File: src/rtl/ps2_pkg.sv
// Shared constants and prefix-state encoding for the PS/2 scancode path.
package ps2_pkg;

  localparam logic [7:0] PS2_PFX_EXT   = 8'hE0;
  localparam logic [7:0] PS2_PFX_BRK   = 8'hF0;
  localparam logic [7:0] PS2_PFX_PAUSE = 8'hE1;

  // Keyboard replies and error codes that never represent a key.
  localparam logic [7:0] PS2_BAT_OK    = 8'hAA;
  localparam logic [7:0] PS2_ACK       = 8'hFA;
  localparam logic [7:0] PS2_ECHO      = 8'hEE;
  localparam logic [7:0] PS2_RESEND    = 8'hFE;
  localparam logic [7:0] PS2_OVERRUN0  = 8'h00;
  localparam logic [7:0] PS2_OVERRUN1  = 8'hFF;

  localparam int PAUSE_TAIL_LEN = 7;

  typedef enum logic [2:0] {
    PFX_IDLE,
    PFX_E0,
    PFX_F0,
    PFX_E0F0,
    PFX_E1
  } pfx_state_t;

  function automatic logic is_ignored(input logic [7:0] b);
    return (b == PS2_BAT_OK) || (b == PS2_ACK) || (b == PS2_ECHO) ||
           (b == PS2_RESEND) || (b == PS2_OVERRUN0) || (b == PS2_OVERRUN1);
  endfunction

endpackage

File: src/rtl/ps2_frame_rx.sv
// PS/2 frame receiver: synchronises and filters the raw lines, deserialises
// 11-bit frames and reports each good byte or framing/timeout error.
module ps2_frame_rx #(
  parameter int FILTER_LEN     = 8,
  parameter int TIMEOUT_CYCLES = 50000
) (
  input  logic       clk,
  input  logic       rst,
  input  logic       ps2clk,
  input  logic       ps2data,
  output logic [7:0] rx_byte,
  output logic       byte_valid,
  output logic       byte_error
);

  localparam int FW = $clog2(FILTER_LEN + 1);
  localparam int TW = $clog2(TIMEOUT_CYCLES + 1);

  logic [1:0]    clk_sync_reg;
  logic [1:0]    data_sync_reg;
  logic          filt_clk_reg;
  logic          filt_prev_reg;
  logic [FW-1:0] filt_cnt_reg;
  logic [3:0]    bit_cnt_reg;
  logic [7:0]    shift_reg;
  logic          parity_reg;
  logic [TW-1:0] to_cnt_reg;
  logic [7:0]    rx_byte_reg;
  logic          byte_valid_reg;
  logic          byte_error_reg;

  logic fall_edge;
  logic data_bit;

  assign fall_edge = filt_prev_reg & ~filt_clk_reg;
  assign data_bit  = data_sync_reg[1];

  always_ff @(posedge clk or negedge rst) begin
    if (!rst) begin
      clk_sync_reg   <= 2'b11;
      data_sync_reg  <= 2'b11;
      filt_clk_reg   <= 1'b1;
      filt_prev_reg  <= 1'b1;
      filt_cnt_reg   <= '0;
      bit_cnt_reg    <= 4'd0;
      shift_reg      <= 8'h00;
      parity_reg     <= 1'b0;
      to_cnt_reg     <= '0;
      rx_byte_reg    <= 8'h00;
      byte_valid_reg <= 1'b0;
      byte_error_reg <= 1'b0;
    end else begin
      clk_sync_reg  <= {clk_sync_reg[0], ps2clk};
      data_sync_reg <= {data_sync_reg[0], ps2data};
      filt_prev_reg <= filt_clk_reg;

      // Any sample matching the current filtered level restarts the run count.
      if (clk_sync_reg[1] == filt_clk_reg) begin
        filt_cnt_reg <= '0;
      end else if (filt_cnt_reg == FW'(FILTER_LEN - 1)) begin
        filt_clk_reg <= clk_sync_reg[1];
        filt_cnt_reg <= '0;
      end else begin
        filt_cnt_reg <= filt_cnt_reg + 1'b1;
      end

      byte_valid_reg <= 1'b0;
      byte_error_reg <= 1'b0;

      if (fall_edge) begin
        to_cnt_reg <= '0;
        case (bit_cnt_reg)
          4'd0: begin
            if (!data_bit) bit_cnt_reg <= 4'd1;
          end
          4'd9: begin
            parity_reg  <= data_bit;
            bit_cnt_reg <= 4'd10;
          end
          4'd10: begin
            bit_cnt_reg <= 4'd0;
            if (data_bit && ((^shift_reg) ^ parity_reg)) begin
              rx_byte_reg    <= shift_reg;
              byte_valid_reg <= 1'b1;
            end else begin
              byte_error_reg <= 1'b1;
            end
          end
          default: begin
            shift_reg   <= {data_bit, shift_reg[7:1]};
            bit_cnt_reg <= bit_cnt_reg + 4'd1;
          end
        endcase
      end else if (bit_cnt_reg != 4'd0) begin
        if (to_cnt_reg == TW'(TIMEOUT_CYCLES - 1)) begin
          to_cnt_reg     <= '0;
          bit_cnt_reg    <= 4'd0;
          byte_error_reg <= 1'b1;
        end else begin
          to_cnt_reg <= to_cnt_reg + 1'b1;
        end
      end
    end
  end

  assign rx_byte    = rx_byte_reg;
  assign byte_valid = byte_valid_reg;
  assign byte_error = byte_error_reg;

endmodule

File: src/rtl/ps2_scancode_decoder.sv
// PS/2 keyboard front end: strips E0/F0/E1 prefixes from received bytes and
// emits one-cycle make/break events with sticky scancode/extended/released.
module ps2_scancode_decoder
  import ps2_pkg::*;
#(
  parameter int FILTER_LEN     = 8,
  parameter int TIMEOUT_CYCLES = 50000
) (
  input  logic       clk,
  input  logic       rst,
  input  logic       ps2clk,
  input  logic       ps2data,
  output logic       scan_received,
  output logic [7:0] scancode,
  output logic       extended,
  output logic       released,
  output logic       frame_error
);

  logic [7:0] rx_byte;
  logic       byte_valid;
  logic       byte_error;

  ps2_frame_rx #(
    .FILTER_LEN    (FILTER_LEN),
    .TIMEOUT_CYCLES(TIMEOUT_CYCLES)
  ) u_rx (
    .clk       (clk),
    .rst       (rst),
    .ps2clk    (ps2clk),
    .ps2data   (ps2data),
    .rx_byte   (rx_byte),
    .byte_valid(byte_valid),
    .byte_error(byte_error)
  );

  pfx_state_t state_reg, state_next;
  logic [2:0] skip_reg, skip_next;
  logic       emit, emit_ext, emit_rel;

  logic       scan_received_reg;
  logic [7:0] scancode_reg;
  logic       extended_reg;
  logic       released_reg;
  logic       frame_error_reg;

  always_ff @(posedge clk or negedge rst) begin
    if (!rst) begin
      state_reg <= PFX_IDLE;
      skip_reg  <= 3'd0;
    end else begin
      state_reg <= state_next;
      skip_reg  <= skip_next;
    end
  end

  always_comb begin
    state_next = state_reg;
    skip_next  = skip_reg;
    emit       = 1'b0;
    emit_ext   = 1'b0;
    emit_rel   = 1'b0;
    if (byte_error) begin
      // A damaged frame may have been a prefix; never let it tag a later key.
      state_next = PFX_IDLE;
    end else if (byte_valid) begin
      case (state_reg)
        PFX_IDLE: begin
          if (rx_byte == PS2_PFX_EXT) begin
            state_next = PFX_E0;
          end else if (rx_byte == PS2_PFX_BRK) begin
            state_next = PFX_F0;
          end else if (rx_byte == PS2_PFX_PAUSE) begin
            state_next = PFX_E1;
            skip_next  = 3'(PAUSE_TAIL_LEN);
          end else if (!is_ignored(rx_byte)) begin
            emit = 1'b1;
          end
        end
        PFX_E0: begin
          state_next = PFX_IDLE;
          if (rx_byte == PS2_PFX_BRK) begin
            state_next = PFX_E0F0;
          end else if (rx_byte != PS2_PFX_EXT && rx_byte != PS2_PFX_PAUSE) begin
            emit     = 1'b1;
            emit_ext = 1'b1;
          end
        end
        PFX_F0: begin
          state_next = PFX_IDLE;
          emit       = 1'b1;
          emit_rel   = 1'b1;
        end
        PFX_E0F0: begin
          state_next = PFX_IDLE;
          emit       = 1'b1;
          emit_ext   = 1'b1;
          emit_rel   = 1'b1;
        end
        PFX_E1: begin
          skip_next = skip_reg - 3'd1;
          if (skip_reg == 3'd1) state_next = PFX_IDLE;
        end
        default: state_next = PFX_IDLE;
      endcase
    end
  end

  always_ff @(posedge clk or negedge rst) begin
    if (!rst) begin
      scan_received_reg <= 1'b0;
      scancode_reg      <= 8'h00;
      extended_reg      <= 1'b0;
      released_reg      <= 1'b0;
      frame_error_reg   <= 1'b0;
    end else begin
      scan_received_reg <= emit;
      frame_error_reg   <= byte_error;
      if (emit) begin
        scancode_reg <= rx_byte;
        extended_reg <= emit_ext;
        released_reg <= emit_rel;
      end
    end
  end

  assign scan_received = scan_received_reg;
  assign scancode      = scancode_reg;
  assign extended      = extended_reg;
  assign released      = released_reg;
  assign frame_error   = frame_error_reg;

endmodule

File: config.mk
export PLATFORM = sky130hd
export DESIGN_NAME = ps2_scancode_decoder
export DESIGN_NICKNAME = d
export VERILOG_FILES = /design/src/rtl/ps2_pkg.sv /design/src/rtl/ps2_frame_rx.sv /design/src/rtl/ps2_scancode_decoder.sv
export SDC_FILE = /design/constraint.sdc
export NUM_CORES = 1
export LEC_CHECK = 0
export ABC_AREA = 1
export BUFFER_PORTS_ARGS = -buffer_cell sky130_fd_sc_hd__buf_2
export CAP_MARGIN = 20
export CORE_ASPECT_RATIO = 0.75
export CORE_MARGIN = 2
export CORE_UTILIZATION = 66
export CTS_BUF_LIST = sky130_fd_sc_hd__clkbuf_4 sky130_fd_sc_hd__clkbuf_8 sky130_fd_sc_hd__clkbuf_16
export CTS_CLUSTER_DIAMETER = 150
export DETAILED_ROUTE_END_ITERATION = 10
export GPL_ROUTABILITY_DRIVEN = 0
export HOLD_SLACK_MARGIN = 0.15
export PLACE_DENSITY = 0.85
export RECOVER_POWER = 25
export SYNTH_ARGS = -nofsm -noshare
export SYNTH_HDL_FRONTEND = slang
export SYNTH_HIERARCHICAL = 1
export SYNTH_SLANG_ARGS = --single-unit
File: constraint.sdc
create_clock -name clk -period 3.9 [get_ports clk]
set_input_delay 0.78 -clock clk [delete_from_list [all_inputs] [get_ports clk]]
set_output_delay 0.78 -clock clk [all_outputs]
set_load 0.01 [all_outputs]
After elaboration in Yosys (flattened, before gate mapping). Cells that the tools add are included.

Add/subtract/negate cells: 4. Equality and inequality tests: 26. Multiplexer cells: 45. Bitwise gates (word level): 6. Reduce and logical (&&, ||, !) cells: 25.

Operator list (count): $eq 8x8->1 const B (8); $mux 16 (3); $mux 3 (9); $mux 4 (6); $mux 1 (21); $add 16x1->16 const B (1); $eq 16x16->1 const B (1); $ne 8x8->1 const B (2); $pmux 4 s3 (1); $pmux 3 s3 (1); $reduce_and 3->1 (3); $add 4x1->4 const B (2); $eq 4x4->1 const B (2); $logic_not 8->1 (1); $reduce_bool 2->1 (4); $reduce_xor 8->1 (1); $eq 3x1->1 const B (2); $eq 3x2->1 const B (2); $ne 2x2->1 const B (3); $pmux 3 s2 (1); $reduce_and 2->1 (3); $reduce_and 6->1 (1); $logic_or 1x1->1 (5); $ne 5x4->1 const B (1); 18 further kinds (22).

Flip-flop bits (word level): 67. Input port bits: 4. Output and inout port bits: 12. Logic and storage cells: 125.

Depth between registers and ports, before layout. Gate-level depths: netlist of the first run.

Word-level depth: 13. Gate-level depth with buffers: 12. Gate-level depth less buffers: 11.

Hierarchy. Netlist of the first run, hierarchy kept.

Modules (own cells, without submodules): ps2_frame_rx (instances 1, cells an instance 293, area each 2524.9 um^2, seq. area each 1233.7 um^2); ps2_scancode_decoder (instances 1, cells an instance 144, area each 1063.5 um^2, seq. area each 450.4 um^2).

Worst setup path after synthesis of the first run. OpenSTA, ideal clock, no wires.

Path kind: register to register. From: reg u_rx.bit_cnt_reg[0]. To: reg u_rx.to_cnt_reg[5]. Library setup time: 120 ps. Data arrival time: 1363 ps. Required time: 3780 ps. Path slack: 2417 ps. Stages on the path, launching flop included: 11. Path buffers: 1. Period minus slack after synthesis: 1483 ps. Path through: dfrtp_1 > inv_1 > ha_1 > nand3_2 > nor2_2 > inv_2 > buf_2 > nand3_1 > inv_1 > a21oi_1 > nor2_1.

Cells in the longest elaborated chain, start to end: 2.

RTL lines: start: declaration (RTL line ps2_frame_rx.sv:24) `logic [3:0] bit_cnt_reg;`; start signal: assignment (RTL line ps2_frame_rx.sv:91) `bit_cnt_reg <= bit_cnt_reg + 4'd1;`; $reduce_bool 4->1 (RTL line ps2_frame_rx.sv:94) `end else if (bit_cnt_reg != 4'd0) begin`; $reduce_bool 2->1 (no source line); end signal: assignment (RTL line ps2_frame_rx.sv:100) `to_cnt_reg <= to_cnt_reg + 1'b1;`; end: declaration (RTL line ps2_frame_rx.sv:27) `logic [TW-1:0] to_cnt_reg;`.

No other way between the ends. A chain may end at the register's enable or synchronous reset.

Final worst setup path of the first run.
From: reg u_rx.bit_cnt_reg[0]. To: reg u_rx.bit_cnt_reg[0].

Cells in the longest elaborated chain, start to end: 3. Elaborated cells between the ends (all ways): 10. Classes of those cells: add/sub: 1; eq/ne: 3; mux: 2; reduce/logical: 4.

RTL lines: $add 4x1->4, or another cell as far along (RTL line ps2_frame_rx.sv:91); $pmux 4 s3, or another cell as far along (RTL line ps2_frame_rx.sv:72) `case (bit_cnt_reg)`; $mux 4 / $reduce_and 3->1 (equally long branches).

Parallel ways exist; a longest one is shown, timed or not.

==> results of run 1 <==
cell usage after synthesis, drive strengths merged:
library cell,count
and3,1
nand3b,1
nand2,134
inv,54
a21oi,14
nand3,49
o31ai,1
nor3b,1
clkbuf,1
mux2,2
dfstp,6
nor4,1
o21ai,25
or2,1
nor2,44
nand4,4
ha,8
a2bb2oi,1
buf,5
nor3,9
a21boi,1
xor2,4
a31oi,1
dfrtp,61
o21bai,1
and2,3
xnor2,3
clkinv,1
cells in the final DEF (no fill, tap or decap), types with 4 or more instances in the layout:
master,instances
nand3_2,4
ha_1,8
buf_2,14
nand3_1,43
dfrtp_1,61
dfstp_2,5
inv_2,9
nor2_2,4
nand2_1,119
nor2_4,4
a21oi_1,12
nor3_1,6
o21ai_1,9
inv_1,45
o21ai_0,15
xor2_1,4
nand2_2,12
nor2_1,35
clkbuf_8,9
routing by layer:
| layer | routed length (µm) | part of all wire, % | track usage, % |
|---|---|---|---|
| met3 | 356 | 5.3 | 8.32 |
| met4 | 78 | 1.2 | 7.09 |
| met5 | 0 | 0 | 0 |
| met1 | 3140 | 46 | 32.9 |
| met2 | 3190 | 47 | 38.5 |
critical path, cell delays in order (launching register included):
cell,delay (ns)
dfrtp_1,0.45
inv_1,0.12
ha_1,0.17
nand3_2,0.11
nor2_2,0.14
inv_2,0.12
nand2_1,0.32
clkinv_1,0.21
nand2_2,0.14
nand2_1,0.05
o21ai_1,0.07
worst paths after layout:
check / slack [ns] / cells past startpoint / endpoint / from
min in group asynchronous: 0.54 / 1 / u_rx/filt_cnt_reg[0] / rst
max reg2reg: 1.93 / 10 / u_rx/bit_cnt_reg[0] / u_rx/bit_cnt_reg[0]
max: 1.93 / 10 / u_rx/bit_cnt_reg[0] / u_rx/bit_cnt_reg[0]
min reg2reg: 0.36 / 0 / u_rx/data_sync_reg[1] / u_rx/data_sync_reg[0]
max in group asynchronous: 2.35 / 3 / u_rx/clk_sync_reg[1] / rst
min: 0.36 / 0 / u_rx/data_sync_reg[1] / u_rx/data_sync_reg[0]
stage by stage:
stage	total power [mW]	instance area, µm²	instances
floorplan	0.953	3590	437
global placement	0.992	3720	522
detailed placement	1.01	3720	522
CTS	1.64	3940	538
global route	1.71	3960	540
finish	1.64	3960	540
power by group through the flow:
stage | clock, mW | combinational (mW) | sequential [mW]
final | 0.637 | 0.226 | 0.773
after floorplan | 0 | 0.175 | 0.779
after global placement | 0 | 0.207 | 0.784
after global routing | 0.680 | 0.254 | 0.778
after detailed placement | 0 | 0.218 | 0.787
after CTS | 0.647 | 0.224 | 0.774
cell families after synthesis:
family	Yosys count	synth area share, %
AOI/OAI and AO/OA	44	6.80
xor gates and xnor gates	7	1.71
adders and majority gates	8	2.79
buffers and inverters	61	7.08
DFF	67	46.9
muxes	2	0.628
and+or+nand+nor	248	34.1
layout make-up:
cell class                      count  area (µm²)
Inverter                           55         206
Fill cell                         395        1330
Clock buffer                       10         131
Timing Repair Buffer               18         106
Clock inverter                      6        88.8
Multi-Input combinational cell    309        1650
Sequential cell                    67        1680
Tap cell                           75        93.8
==> results.py, run 1 <==
metrics = {
    "floorplanning": {
        "ioPinCount": 16,
        "die_w_um": 89.1,
        "dieArea_um2": 6050,
        "chipHeight_um": 67.9,
        "floorplan.rows": 23,
        "core_um2": 5300,
        "initial_utilization_pct": 67.8,
    },
    "layout": {
        "antenna_cells_inserted": 0,
        "area.growth.synth_to_final_pct": 10.4,
        "final_net_count": 472,
        "max_reg_flops": 16,
        "drive_gt1_share_pct": 18.9,
        "finish.utilization_pct": 74.8,
    },
    "cts": {
        "insertion_delay_ns": 0.35,
        "cts-buffers-inserted": 9,
        "ctsLongestPathBuffers": 2,
        "cts_tree": "yes",
        "clock_sinks": 67,
        "cts.repair.resized": 0,
        "ctsHtreeMaxLevel": 3,
        "postCtsSetupBuffers": 0,
        "cts.reportedPaths.clkPinSlew_ns": 0.07,
        "post_cts_hold_buffer_count": 0,
        "ctsRootBufferMaster": "clkbuf_8",
    },
    "sta": {
        "final_hold_viol_count": 0,
        "finalHoldWorstSlack_ns": 0.357,
        "final-setup-viol-count": 0,
        "slew_headroom_pct": 39.6,
        "setup_slack_ns": 1.93,
        "unrepaired_setup_endpoints_after_global_routing": "no",
        "slew_viol_final": 0,
        "worstMarginPinSlew_ns": 0.906,
        "fmaxAchievable_mhz": 507,
        "setup_total_neg_slack_ns": 0,
        "post-route-period-util_pct": 50.6,
        "clock_skew_ns": 0.00863,
        "post-route-min-period_ns": 1.97,
    },
    "power": {
        "total_leakage_power_nw": 1.99,
        "swShare_pct": 28.0,
        "pwr-share-clk_pct": 38.9,
        "peakVddDrop_mv": 0.250,
        "p_sw_mw": 0.458,
        "power_frac_comb_pct": 13.8,
        "power.density_nw_per_um2": 413,
        "cellInternalPower_mw": 1.18,
        "pwr-share-seq_pct": 47.3,
    },
    "hold_path": {
        "hold_path_class": "reg2reg",
    },
    "synthesis": {
        "postSynthAreaPerCell_um2": 8.21,
        "synthDistinctLibCells": 43,
        "netlist_area_um2": 3590,
        "synth_largest_type_area_fraction_pct": 42.5,
        "synth.yosys.seq_area_share_pct": 46.9,
        "top_post_synthesis_cells_by_area": "dfrtp_1 (43%), nand2_1 (12%), nand3_1 (6.0%)",
        "synth_top_area_cell": "dfrtp_1",
        "synthesis.instances": 437,
        "syn_nets": 449,
        "postSynthRegisterBits": 67,
        "ys.warnings.count": 6,
    },
    "worst_setup_path": {
        "endpoint_kind": "register",
        "crit_path_max_fanout": 12,
        "timing.setup.critical_path_class": "reg2reg",
        "cp_data_arrival_time_ns": 2.25,
        "timing.critical_path.required_ns": 4.17,
        "startpoint_type": "register",
    },
    "global_route": {
        "globalRoute.totalOverflow": 0,
        "grt_first_pass_wirelength_mm": 11.2,
        "antenna_found_initial": 0,
        "grt_max_degree": 53,
        "first_global_vias": 2471,
        "globalRouteTotalUtil_pct": 24.6,
    },
    "route": {
        "detail_route.wirelength_mm": 6.77,
        "post_drt_wl_per_cell_um": 12.5,
        "vias": 2860,
        "ant_nets": 0,
        "firstDrtPassIters": 4,
        "drc_errors": 0,
        "drt-vias-per-instance": 5.30,
        "detailedRoute.firstIterationViolations": 239,
    },
    "placed_design": {
        "dp_hpwl_mm": 4.80,
        "port-buffer-count": 15,
        "post_place_setup_slack_ns": 1.94,
    },
    "status": {
        "status": "finished, final reports clean",
    },
    "flow_run": {
        "maxCapViolations": 0,
    },
}
(Power assumes the default switching activity.)
==> run 2, diff against run 1 <==
Settings changed: CORE_UTILIZATION 66 to 55, PLACE_DENSITY 0.85 to 0.75.
Clock period 3.9 ns to 1.8 ns, I/O delays scaled along.
==> run 2 against run 1 <==
  * Sequential share of layout area fell by 0.29 points
  * Cell count is 2.0% higher
  * Count of clock-buffer cells in the layout rose by 2
  * Global-route usage decreased by 5.2 points
  * Critical path depth decreased by 1
  * Via count decreased by 2.2%
  * First-iteration DRC count fell by 44%
  * Final area is 0.76% higher
  * Critical endpoint is now u_rx/to_cnt_reg[8]
  * Sequential power is 120% higher
  * Non-clock buffer count up 5
==> results.py, run 2 (synthesis gave the netlist of run 1 again) <==
metrics = {
    "layout": {
        "fillerInstances": 547,
        "area.sequential_um2": 1690,
        "mostFrequentLayoutCell": "nand2_1",
        "final_net_count": 477,
        "max_reg_flops": 16,
        "most-common-layout-cells": "nand2_1 (119), dfrtp_1 (60), inv_1 (45)",
        "area.growth.synth_to_final_pct": 11.2,
        "antenna_cells_inserted": 0,
        "drive_gt1_share_pct": 20.0,
        "multi_input_comb_area_um2": 1650,
    },
    "worst_setup_path": {
        "timing.critical_path.buf_inv": 3,
        "rr_worst_depth": 9,
        "startpoint_type": "register",
        "critical-path-top-cell-by-count": "nand2_1",
        "timing.critical_path.max_delay_family": "simple AND/OR/NAND/NOR gates",
        "crit_path_max_fanout": 12,
        "path_depth": 9,
        "maximum_single_stage_delay_on_the_critical_path_ns": 0.44,
        "endpoint_kind": "register",
        "timing.critical_path.slowest_stage_cell": "dfrtp_2",
        "timing.setup.critical_path_class": "reg2reg",
        "timing.critical_path.required_ns": 2.06,
        "worstPathCellList": "inv_1 > ha_1 > nand3_2 > nor2_2 > inv_2 > nand2_1 > buf_4 > nand2_1 > a2bb2oi_1",
        "cp_data_arrival_time_ns": 1.96,
    },
    "status": {
        "status": "finished, final reports clean",
    },
    "global_route": {
        "grt_first_pass_wirelength_mm": 11.2,
        "antenna_found_initial": 0,
        "first_global_vias": 2539,
        "globalRoute.totalOverflow": 0,
        "grt_max_degree": 68,
        "globalRouteTotalUtil_pct": 19.4,
    },
    "sta": {
        "slew_headroom_pct": 41.7,
        "clock_skew_ns": 0.00601,
        "post-route-period-util_pct": 94.8,
        "finalHoldWorstSlack_ns": 0.358,
        "final-setup-viol-count": 0,
        "worstMarginPinSlew_ns": 0.874,
        "final_hold_viol_count": 0,
        "fmaxAchievable_mhz": 586,
        "post-route-min-period_ns": 1.71,
        "slew_viol_final": 0,
        "unrepaired_setup_endpoints_after_global_routing": "yes",
    },
    "route": {
        "detailroute.wirelength.met3_um": 261,
        "ant_nets": 0,
        "highest-signal-layer": "met4",
        "detailedRoute.firstIterationViolations": 135,
        "vias": 2796,
        "met2_length_mm": 2.86,
        "firstDrtPassIters": 4,
        "post_drt_wl_per_cell_um": 11.3,
        "wirelength_met1_mm": 3.04,
        "detail_route.wirelength_mm": 6.24,
        "drc_errors": 0,
        "drt-vias-per-instance": 5.07,
    },
    "cts": {
        "ctsRootBufferMaster": "clkbuf_8",
        "cts.reportedPaths.clkPinSlew_ns": 0.07,
        "insertion_delay_ns": 0.34,
        "cts_tree": "yes",
        "ctsHtreeMaxLevel": 3,
        "ctsLongestPathBuffers": 2,
        "clock_sinks": 67,
        "cts-buffers-inserted": 9,
    },
    "power": {
        "peakVddDrop_mv": 0.513,
        "power.density_nw_per_um2": 847,
        "design_power_total_mw": 3.38,
        "total_leakage_power_nw": 2.01,
    },
    "floorplanning": {
        "dieArea_um2": 7190,
        "core_um2": 6320,
        "ioPinCount": 16,
        "floorplan.rows": 25,
        "chipHeight_um": 74.0,
        "initial_utilization_pct": 56.8,
        "die_w_um": 97.3,
    },
    "placed_design": {
        "dp_hpwl_mm": 4.57,
        "port-buffer-count": 15,
    },
    "hold_path": {
        "hold_path_depth": 0,
        "hold_path_class": "reg2reg",
    },
    "flow_run": {
        "maxCapViolations": 0,
    },
}
run 2: metal layers:
metal / global-route usage [%] / vias to the layer above
met4: 6.64 / 0
li1: - / 1447
met3: 6.02 / 8
met2: 32.0 / 51
met1: 24.9 / 1290
met5: 0 / -
run 2: power breakdown:
part	total, mW	internal (mW)	switching [mW]
combinational	0.471	0.154	0.317
clock	1.24	0.706	0.529
sequential	1.67	1.61	0.0670
total	3.38	2.47	0.913
run 2: what timing repair did:
item	CTS	global route
setup buffers	0	0
hold endpoints to repair	63	0
hold buffers	3	0
resized for setup	0	2
setup endpoints to repair	0	9
run 2: final timing paths:
| path | from | end | slack [ns] |
|---|---|---|---|
| setup reg to reg | u_rx/bit_cnt_reg[0] | u_rx/to_cnt_reg[8] | 0.09 |
| min in group asynchronous | rst | skip_reg[0] | 0.78 |
| hold reg to reg | u_rx/clk_sync_reg[0] | u_rx/clk_sync_reg[1] | 0.36 |
| hold / removal | u_rx/clk_sync_reg[0] | u_rx/clk_sync_reg[1] | 0.36 |
| setup / recovery | u_rx/bit_cnt_reg[0] | u_rx/to_cnt_reg[8] | 0.09 |
| max in group asynchronous | rst | u_rx/bit_cnt_reg[0] | 0.39 |
run 2: metrics by stage:
stage / cell area, µm² / utilization, % / setup TNS (ns) / setup slack [ns] / cells
finish: 3990 / 63.2 / 0 / 0.0935 / 551
global route: 3990 / 63.2 / -0.0243 / -0.0142 / 551
CTS: 4000 / 63.3 / 0 / 0.105 / 551
detailed placement: 3770 / 59.6 / 0 / 0.123 / 532
global placement: 3770 / 59.6 / 0 / 0.186 / 532
floorplan: 3590 / - / 0 / 0.317 / 437
run 2: worst reg2reg max path, cell delays in order, from the launching register on:
cell and delay [ns]:
dfrtp_2 0.44, inv_1 0.10, ha_1 0.16, nand3_2 0.11, nor2_2 0.15, inv_2 0.11
nand2_1 0.14, buf_4 0.19, nand2_1 0.10, a2bb2oi_1 0.14
run 2: area by class of cell:
| class | instances | share of cell area, % |
|---|---|---|
| clock buffers | 12 | 3.82 |
| well taps | 81 | 2.54 |
| inverters | 55 | 5.17 |
| repair buffers | 23 | 3.57 |
| clock inverters | 4 | 1.25 |
| flip-flops and latches | 67 | 42.2 |
| multi-input cells | 309 | 41.4 |
==> run 3, diff against run 2 <==
Settings changed: REMOVE_ABC_BUFFERS from default to 1.
==> run 3 against run 2 <==
  * Sequential share of layout area fell by 0.16 points
  * Sequential power about the same
  * Combinational power rose by 8.5%
  * Largest power group unchanged
  * Highest routed layer unchanged
==> results.py, run 3 (synthesis gave the netlist of run 1 again) <==
metrics = {
    "status": {
        "status": "finished, final reports clean",
    },
    "worst_setup_path": {
        "maximum_single_stage_delay_on_the_critical_path_ns": 0.44,
        "timing.setup.critical_path_class": "reg2reg",
        "timing.critical_path.required_ns": 2.05,
        "cp_data_arrival_time_ns": 1.89,
        "timing.critical_path.buf_inv": 3,
        "crit_path_max_fanout": 12,
        "critical-path-top-cell-by-count": "nand2_2",
        "endpoint_kind": "register",
        "timing.critical_path.slowest_stage_cell": "dfrtp_2",
        "worstPathCellList": "inv_1 > ha_1 > nand3_2 > nor2_4 > inv_4 > nand2_2 > clkinv_1 > nand2_2 > nand2_1 > o21ai_1",
        "startpoint_type": "register",
        "timing.critical_path.max_delay_family": "simple AND/OR/NAND/NOR gates",
    },
    "power": {
        "swShare_pct": 27.8,
        "total_leakage_power_nw": 2.03,
        "pwr-share-seq_pct": 48.6,
        "power.density_nw_per_um2": 860,
        "power_frac_comb_pct": 14.8,
        "peakVddDrop_mv": 0.808,
        "pwr-share-clk_pct": 36.5,
        "p_sw_mw": 0.956,
        "cellInternalPower_mw": 2.49,
    },
    "sta": {
        "fmaxAchievable_mhz": 610,
        "clock_skew_ns": 0.00972,
        "slew_viol_final": 0,
        "post-route-min-period_ns": 1.64,
        "final_hold_viol_count": 0,
        "finalHoldWorstSlack_ns": 0.359,
        "slew_headroom_pct": 30.3,
        "final-setup-viol-count": 0,
        "worstMarginPinSlew_ns": 1.05,
        "post-route-period-util_pct": 91.1,
        "setup_slack_ns": 0.160,
    },
    "layout": {
        "antenna_cells_inserted": 0,
        "max_reg_flops": 16,
        "mostFrequentLayoutCell": "nand2_1",
        "finish.utilization_pct": 63.4,
        "most-common-layout-cells": "nand2_1 (118), dfrtp_1 (60), inv_1 (45)",
        "final_net_count": 477,
        "area.growth.synth_to_final_pct": 11.6,
        "drive_gt1_share_pct": 20.0,
    },
    "cts": {
        "postCtsSetupBuffers": 0,
        "ctsRootBufferMaster": "clkbuf_8",
        "ctsLongestPathBuffers": 2,
        "cts_tree": "yes",
        "insertion_delay_ns": 0.34,
        "cts.reportedPaths.clkPinSlew_ns": 0.06,
        "cts-buffers-inserted": 9,
        "ctsHtreeMaxLevel": 3,
        "clock_sinks": 67,
    },
    "placed_design": {
        "dp_hpwl_mm": 4.93,
        "post_place_setup_slack_ns": 0.105,
        "port-buffer-count": 15,
    },
    "flow_run": {
        "maxCapViolations": 0,
    },
    "route": {
        "post_drt_wl_per_cell_um": 12.1,
        "met2_length_mm": 3.04,
        "drc_errors": 0,
        "detailroute.wirelength.met3_um": 247,
        "drt-vias-per-instance": 5.16,
        "detail_route.wirelength_mm": 6.69,
        "vias": 2841,
        "wirelength_met1_mm": 3.31,
        "detailedRoute.firstIterationViolations": 209,
        "ant_nets": 0,
        "highest-signal-layer": "met4",
        "firstDrtPassIters": 6,
    },
    "floorplanning": {
        "ioPinCount": 16,
        "initial_utilization_pct": 56.8,
        "die_w_um": 97.3,
        "chipHeight_um": 74.0,
        "dieArea_um2": 7190,
        "floorplan.rows": 25,
        "core_um2": 6320,
    },
    "global_route": {
        "globalRouteTotalUtil_pct": 19.4,
        "antenna_found_initial": 0,
        "first_global_vias": 2536,
        "grt_max_degree": 43,
        "globalRoute.totalOverflow": 0,
        "grt_first_pass_wirelength_mm": 11.2,
    },
    "hold_path": {
        "hold_path_class": "reg2reg",
    },
}
-- run 3: final cells by class --
cell class                      count  area (µm²)
Clock buffer                       13         160
Multi-Input combinational cell    309        1670
Clock inverter                      3        40.0
Sequential cell                    67        1690
Fill cell                         547        2310
Timing Repair Buffer               23         140
Inverter                           55         209
Tap cell                           81         101
-- run 3: layer usage --
layer,vias up,global-route usage (%)
met5,-,0
met4,0,7.87
met3,10,4.79
met2,55,31.9
met1,1328,25.5
li1,1448,-
-- run 3: what timing repair did --
action | 4_1_cts | 5_1_grt
gates resized for setup | 0 | 8
hold buffers | 3 | 0
endpoints found under the hold margin | 63 | 0
endpoints found under the setup margin | 0 | 14
-- run 3: path summary, 6_finish.rpt --
check                                           start                    end  slack, ns  cells past startpoint
worst max-delay path              u_rx/bit_cnt_reg[0]    u_rx/bit_cnt_reg[0]       0.16                     10
worst min-delay path            u_rx/data_sync_reg[0]  u_rx/data_sync_reg[1]       0.36                      0
worst max register to register    u_rx/bit_cnt_reg[0]    u_rx/bit_cnt_reg[0]       0.16                     10
worst min register to register  u_rx/data_sync_reg[0]  u_rx/data_sync_reg[1]       0.36                      0
max in group asynchronous                         rst        u_rx/rx_byte[0]       0.27                      3
min in group asynchronous                         rst        u_rx/parity_reg       0.69                      3
-- run 3: metrics by stage --
stage                     power [mW]  instance area, µm²  instances  setup TNS [ns]
after floorplan                 2.05                3540        431               0
after global placement          2.15                3750        532               0
after detailed placement        2.18                3750        532               0
after CTS                       3.45                3990        551               0
after global routing            3.61                4010        551        -0.00452
final                           3.44                4010        551               0
-- run 3: power by group through the flow --
stage	logic (mW)	registers [mW]	clock network [mW]
finish	0.511	1.68	1.26
global placement	0.454	1.70	0
global route	0.588	1.68	1.34
floorplan	0.361	1.69	0
detailed placement	0.473	1.71	0
CTS	0.477	1.68	1.29
